File: src/rtl/mem_pkg.sv
// Shared memory-interface types for the pipeline/memory boundary.
package mem_pkg;

  localparam int WORD_W     = 32;
  localparam int MEM_STRB_W = WORD_W / 8;

  typedef logic [31:0] Addr;
  typedef logic [31:0] Word;
  typedef logic        Bool;

  // Arbiter ownership of the single memory port.
  typedef enum logic [1:0] {
    IDLE    = 2'd0,
    BUSY_IF = 2'd1,
    BUSY_DM = 2'd2
  } arb_state_t;

endpackage

File: src/rtl/memory_port_arbiter.sv
// Arbitrates one single-ported memory between instruction fetch and the data stage.
// Data wins contention unless fetch has been refused STARVE_LIMIT times in a row.
// Fetch responses made stale by a flush are completed on the bus but not delivered.
module memory_port_arbiter
  import mem_pkg::*;
#(
  parameter int ADDR_W       = 32,
  parameter int DATA_W       = 32,
  parameter int STARVE_LIMIT = 4
) (
  input  logic                clk,
  input  logic                rst_n,
  input  logic                if_req,
  input  logic [ADDR_W-1:0]   if_addr,
  input  logic                if_flush,
  output logic [DATA_W-1:0]   if_rdata,
  output logic                if_valid,
  output logic                if_stall,
  input  logic                dm_req,
  input  logic                dm_we,
  input  logic [ADDR_W-1:0]   dm_addr,
  input  logic [DATA_W-1:0]   dm_wdata,
  input  logic [DATA_W/8-1:0] dm_wstrb,
  output logic [DATA_W-1:0]   dm_rdata,
  output logic                dm_done,
  output logic                dm_stall,
  output logic                mem_req,
  output logic                mem_we,
  output logic [ADDR_W-1:0]   mem_addr,
  output logic [DATA_W-1:0]   mem_wdata,
  output logic [DATA_W/8-1:0] mem_wstrb,
  input  logic                mem_ack,
  input  logic [DATA_W-1:0]   mem_rdata
);

  localparam int CNT_W = $clog2(STARVE_LIMIT + 1);
  localparam logic [CNT_W-1:0] CNT_MAX = CNT_W'(STARVE_LIMIT);

  arb_state_t       state;
  logic [CNT_W-1:0] starve_cnt;
  Bool              drop;

  // A side whose completion pulse is showing still has its old request up,
  // so it is not eligible for a new grant in that cycle.
  logic if_ok;
  logic dm_ok;
  logic forced_if;

  assign if_ok     = if_req & ~if_valid;
  assign dm_ok     = dm_req & ~dm_done;
  assign forced_if = if_ok & (starve_cnt == CNT_MAX);

  // Stalls follow the live requests, masked by the registered completion pulses.
  assign if_stall = if_req & ~if_valid;
  assign dm_stall = dm_req & ~dm_done;

  // Arbitration FSM, request register, starvation counter and response registers.
  always_ff @(posedge clk or negedge rst_n) begin
    if (!rst_n) begin
      state      <= IDLE;
      starve_cnt <= '0;
      drop       <= 1'b0;
      mem_req    <= 1'b0;
      mem_we     <= 1'b0;
      mem_addr   <= '0;
      mem_wdata  <= '0;
      mem_wstrb  <= '0;
      if_rdata   <= '0;
      dm_rdata   <= '0;
      if_valid   <= 1'b0;
      dm_done    <= 1'b0;
    end else begin
      if_valid <= 1'b0;
      dm_done  <= 1'b0;
      case (state)
        IDLE: begin
          if (dm_ok && !forced_if) begin
            mem_req   <= 1'b1;
            mem_we    <= dm_we;
            mem_addr  <= dm_addr;
            mem_wdata <= dm_wdata;
            mem_wstrb <= dm_wstrb;
            state     <= BUSY_DM;
            if (if_req && (starve_cnt != CNT_MAX)) begin
              starve_cnt <= starve_cnt + CNT_W'(1);
            end
          end else if (if_ok) begin
            mem_req    <= 1'b1;
            mem_we     <= 1'b0;
            mem_addr   <= if_addr;
            mem_wdata  <= '0;
            mem_wstrb  <= '0;
            state      <= BUSY_IF;
            starve_cnt <= '0;
          end
        end
        BUSY_IF: begin
          if (mem_ack) begin
            mem_req   <= 1'b0;
            mem_we    <= 1'b0;
            mem_wstrb <= '0;
            state     <= IDLE;
            drop      <= 1'b0;
            // A flush in the ack cycle itself still kills the response.
            if (!(drop || if_flush)) begin
              if_rdata <= mem_rdata;
              if_valid <= 1'b1;
            end
          end else if (if_flush) begin
            drop <= 1'b1;
          end
        end
        BUSY_DM: begin
          if (mem_ack) begin
            mem_req   <= 1'b0;
            mem_we    <= 1'b0;
            mem_wstrb <= '0;
            state     <= IDLE;
            dm_done   <= 1'b1;
            // Stores leave the last load result in place.
            if (!mem_we) begin
              dm_rdata <= mem_rdata;
            end
          end
        end
        default: begin
          state <= IDLE;
        end
      endcase
    end
  end

endmodule

File: config.mk
export PLATFORM = sky130hd
export DESIGN_NAME = memory_port_arbiter
export DESIGN_NICKNAME = d
export VERILOG_FILES = /design/src/rtl/mem_pkg.sv /design/src/rtl/memory_port_arbiter.sv
export SDC_FILE = /design/constraint.sdc
export NUM_CORES = 1
export LEC_CHECK = 0
export BUFFER_PORTS_ARGS = -buffer_cell sky130_fd_sc_hd__buf_2
export CAP_MARGIN = 25
export CORE_ASPECT_RATIO = 1.25
export CORE_MARGIN = 3
export CORE_UTILIZATION = 30
export CTS_BUF_LIST = sky130_fd_sc_hd__clkbuf_16
export DETAILED_ROUTE_END_ITERATION = 10
export HOLD_SLACK_MARGIN = 0.02
export PLACE_DENSITY = 0.65
export SLEW_MARGIN = 20
export SYNTH_ARGS = -nofsm -noshare
export SYNTH_HDL_FRONTEND = slang
export SYNTH_SLANG_ARGS = --single-unit
File: constraint.sdc
create_clock -name clk -period 4.4 [get_ports clk]
set_input_delay 1.1 -clock clk [delete_from_list [all_inputs] [get_ports clk]]
set_output_delay 1.1 -clock clk [all_outputs]
set_load 0.01 [all_outputs]
==> results.txt <==
The effective utilization at floorplan is 31.1%. The critical path goes through buf_2 > nand2b_4 > inv_2 > buf_2. The total of fill cells in the finished design is 1784.

The first detailed-routing pass took 4 iterations. Register area share after synthesis: 62.0%. The average vias per placed instance came out at 4.70. The horizontal extent of the die is 130 µm. The commonest register cell after synthesis was sky130_fd_sc_hd__dfrtp_1.

For the reg2reg setup slack, the log shows 2.25 ns. The final hold violation count is 0. Among cell families on the critical path, the largest total delay comes from buffers and inverters.

The worst hold path belongs to the class register to register. The register bit total from synthesis was 142. After layout, the worst path uses 61.3% of the clock period. Post-CTS timing repair inserted 0 buffers for setup. Cell at the root of the clock tree: sky130_fd_sc_hd__clkbuf_16. First element of the critical path: if_req. The achievable clock frequency was 371 MHz; the area growth from synthesis to layout was 37.6%. The post-cts repair resize count is 0, and the number of distinct library cells after synthesis is 28. The worst hold path terminates at dm_rdata[7].

The half-perimeter wire length after detailed placement is 11200 µm. Synthesis produced a netlist whose cell count is 444. Leaving out fill and tap cells, the most frequent cell in the layout is sky130_fd_sc_hd__buf_2. Setup repair after global routing left no endpoint under its margin. For the number of antenna violations at the first check in global routing, the log shows 1. Along the worst path, the maximum fanout reaches 5. Leaving out fill and tap cells, the most frequent cells in the layout are sky130_fd_sc_hd__buf_2, sky130_fd_sc_hd__dfrtp_1, sky130_fd_sc_hd__a21oi_1, sky130_fd_sc_hd__mux2_2, sky130_fd_sc_hd__a22o_1. Buffers inserted to repair hold after CTS numbered 0. The instance count along the most critical hold path works out to 1.

The first global-routing pass estimated 23600 µm of wire. For this run, the post-layout net count is 865. The congestion estimate from routability-driven global placement came to 0.737. After detailed routing, the number of remaining DRC violations is 0. The worst register-to-register path ends at mem_addr[3].

Of the cells placed in the final design, the portion with a size suffix greater than 1 is 53.2%. Core footprint: 0.0184 mm². The design draws 0.00600 W. The H-tree generated during clock tree synthesis spans 4 levels. Max-cap violations in this run came to 0.

Summing every instance area after synthesis gives 0.00573 mm². For this run the aggregate overflow at the end of global routing stands at 0. Most repeated library cell on the critical path: sky130_fd_sc_hd__buf_2. The transition time of the tightest slew-check pin was 0.889 ns; the number of buffers inserted during clock tree synthesis was 17. On the critical path, the stage with the largest delay is an instance of sky130_fd_sc_hd__buf_2.

The final layout contains routed wiring with a total length of 15300 µm. For the leakage power summed over all cells, the log shows 4.02 nW. The clock reaches the later pin of the worst-skew pair after 0.42 ns. The worst hold path begins at dm_rdata[7]. The detailed router placed 4521 vias in this run. The clock-pin slew reported for the worst setup and hold paths after clock tree synthesis is 0.06 ns, and the final hold slack is 0.495 ns. Data on the critical path is required at its endpoint by 3.30 ns. The violation count after the first detailed-routing iteration was 126.

Yosys mapped a number of flops with a built-in enable equal to 0. The run finished with clean final reports. Highest cell delay on the worst timing path: 0.15 ns.

The worst register-to-register path begins at if_valid. Counting I/O delays and the setup requirement, the final critical path takes 2.70 ns. The die covers 0.0208 mm².

The row count was 55; the final worst slack was 1.70 ns. In this run the deepest clock path goes through 2 buffers. TritonCTS built the clock tree. The via count of the first global-routing pass was 4624; the proportion of register bits with asynchronous set or reset after synthesis was 100%. The number of sinks driven by the clock tree is 142, and the number of cells on the worst reg-to-reg path is 6. Input and output buffers added on the ports amount to 276. Measured against its own limit, the worst slew margin works out to 40.8%.

The maximum vdd ir drop was 0.000326 V; the vertical extent of the die was 161 µm. Synthesis produced a netlist with a net count of 589. Prior to clock tree synthesis, the placed netlist has a worst setup slack of 1.48 ns.

The number of buffer and inverter instances along the worst setup path was 3; the power per cell area was 761 mW/mm². The number of nets with antenna violations after routing was 0. For this run, the number of Yosys warnings is 0. Pin count of the biggest net entering global routing: 80. The tools report the number of max-slew violations in the final report as 0. The final setup TNS was 0 ns. Setup violations remaining at the end of the flow were counted as 0. Clock skew on the completed layout was measured at 0.00858 ns. The mean area per synthesized cell came out at 12.9 µm². Global routing consumed, over all layers together, 14.3% of the routing resources.

The critical path class is input pin to output port. STA classifies the critical path startpoint as an input pin. Category of the worst setup path capture point: an output port.

The run gives 277 as the top-level port count. At the worst endpoint, the arrival time is 1.60 ns. The post-detailed-route wirelength per cell came out at 15.9 µm.
[power breakdown]
part	internal, W	total [W]	leakage (nW)	switching (W)
logic	0.00103	0.00223	1.98	0.00119
registers	0.00194	0.00228	1.74	0.000334
clock network	0.000869	0.00150	0.302	0.000627
[how the worst max path moves through the flow]
| stage | end | slack [ns] | cells after the start |
|---|---|---|---|
| 5_1_grt | if_stall | 1.68 | 4 |
| 4_1_cts | if_stall | 1.70 | 4 |
| 2_1_floorplan | dm_stall | 2.00 | 2 |
| 6_report | if_stall | 1.70 | 4 |
| 3_5_place_dp | mem_addr[3] | 1.48 | 7 |
| 3_3_place_gp | mem_addr[3] | 1.50 | 7 |
[state kept, by name, indices dropped and copies added, names as in the netlist]
signal and count:
mem_wstrb 4, mem_req 1, mem_we 1, drop 1
if_valid 1, starve_cnt 3, mem_addr 32, state 2
if_rdata 32, dm_done 1, dm_rdata 32, mem_wdata 32
[per-stage QoR]
| step | area (µm²) | util [%] | std cells |
|---|---|---|---|
| global placement | 7270 | 39.4 | 929 |
| global route | 7890 | 42.8 | 961 |
| floorplan | 5730 | - | 444 |
| finish | 7890 | 42.8 | 962 |
| CTS | 7890 | 42.8 | 961 |
| detailed placement | 7270 | 39.4 | 929 |
[cell type report]
class,count,area (µm²),area share [%]
inverters,7,26.3,0.333
clock buffers,17,425,5.39
diodes,1,2.50,0.0317
well taps,228,285,3.62
clock inverters,15,193,2.44
flip-flops and latches,142,3550,45.1
multi-input cells,269,1960,24.9
repair buffers,283,1440,18.3
[synthesized netlist by cell type, types with 3 or more instances]
master,n,share of area (%)
sky130_fd_sc_hd__inv_1,5,0.33
sky130_fd_sc_hd__dfrtp_1,142,62
sky130_fd_sc_hd__ha_1,6,1.3
sky130_fd_sc_hd__nor2_1,34,2.2
sky130_fd_sc_hd__buf_6,9,1.8
sky130_fd_sc_hd__a22o_1,40,6.1
sky130_fd_sc_hd__nand2_1,39,2.6
sky130_fd_sc_hd__mux2_2,63,12
sky130_fd_sc_hd__buf_4,3,0.39
sky130_fd_sc_hd__buf_2,13,1.1
sky130_fd_sc_hd__a21oi_1,67,5.8
[metal layers]
layer | vias to the layer above | GRT usage [%] | share of wire (%)
met2 | 197 | 24.2 | 49
met3 | 16 | 5.92 | 9.8
li1 | 2122 | - | -
met1 | 2184 | 16.5 | 40
met4 | 2 | 4.44 | 1.2
met5 | - | 0 | 0.046
[cells by family after synthesis]
logic type               share of synthesized area (%)
multiplexers                                      12.8
adder cells (fa/ha/maj)                           1.31
flip-flops                                        62.0
AND/OR/NAND/NOR                                   6.48
buffers and inverters                             3.84
AO/OA/AOI/OAI                                     13.6
Power figures use the tool's default switching activity.
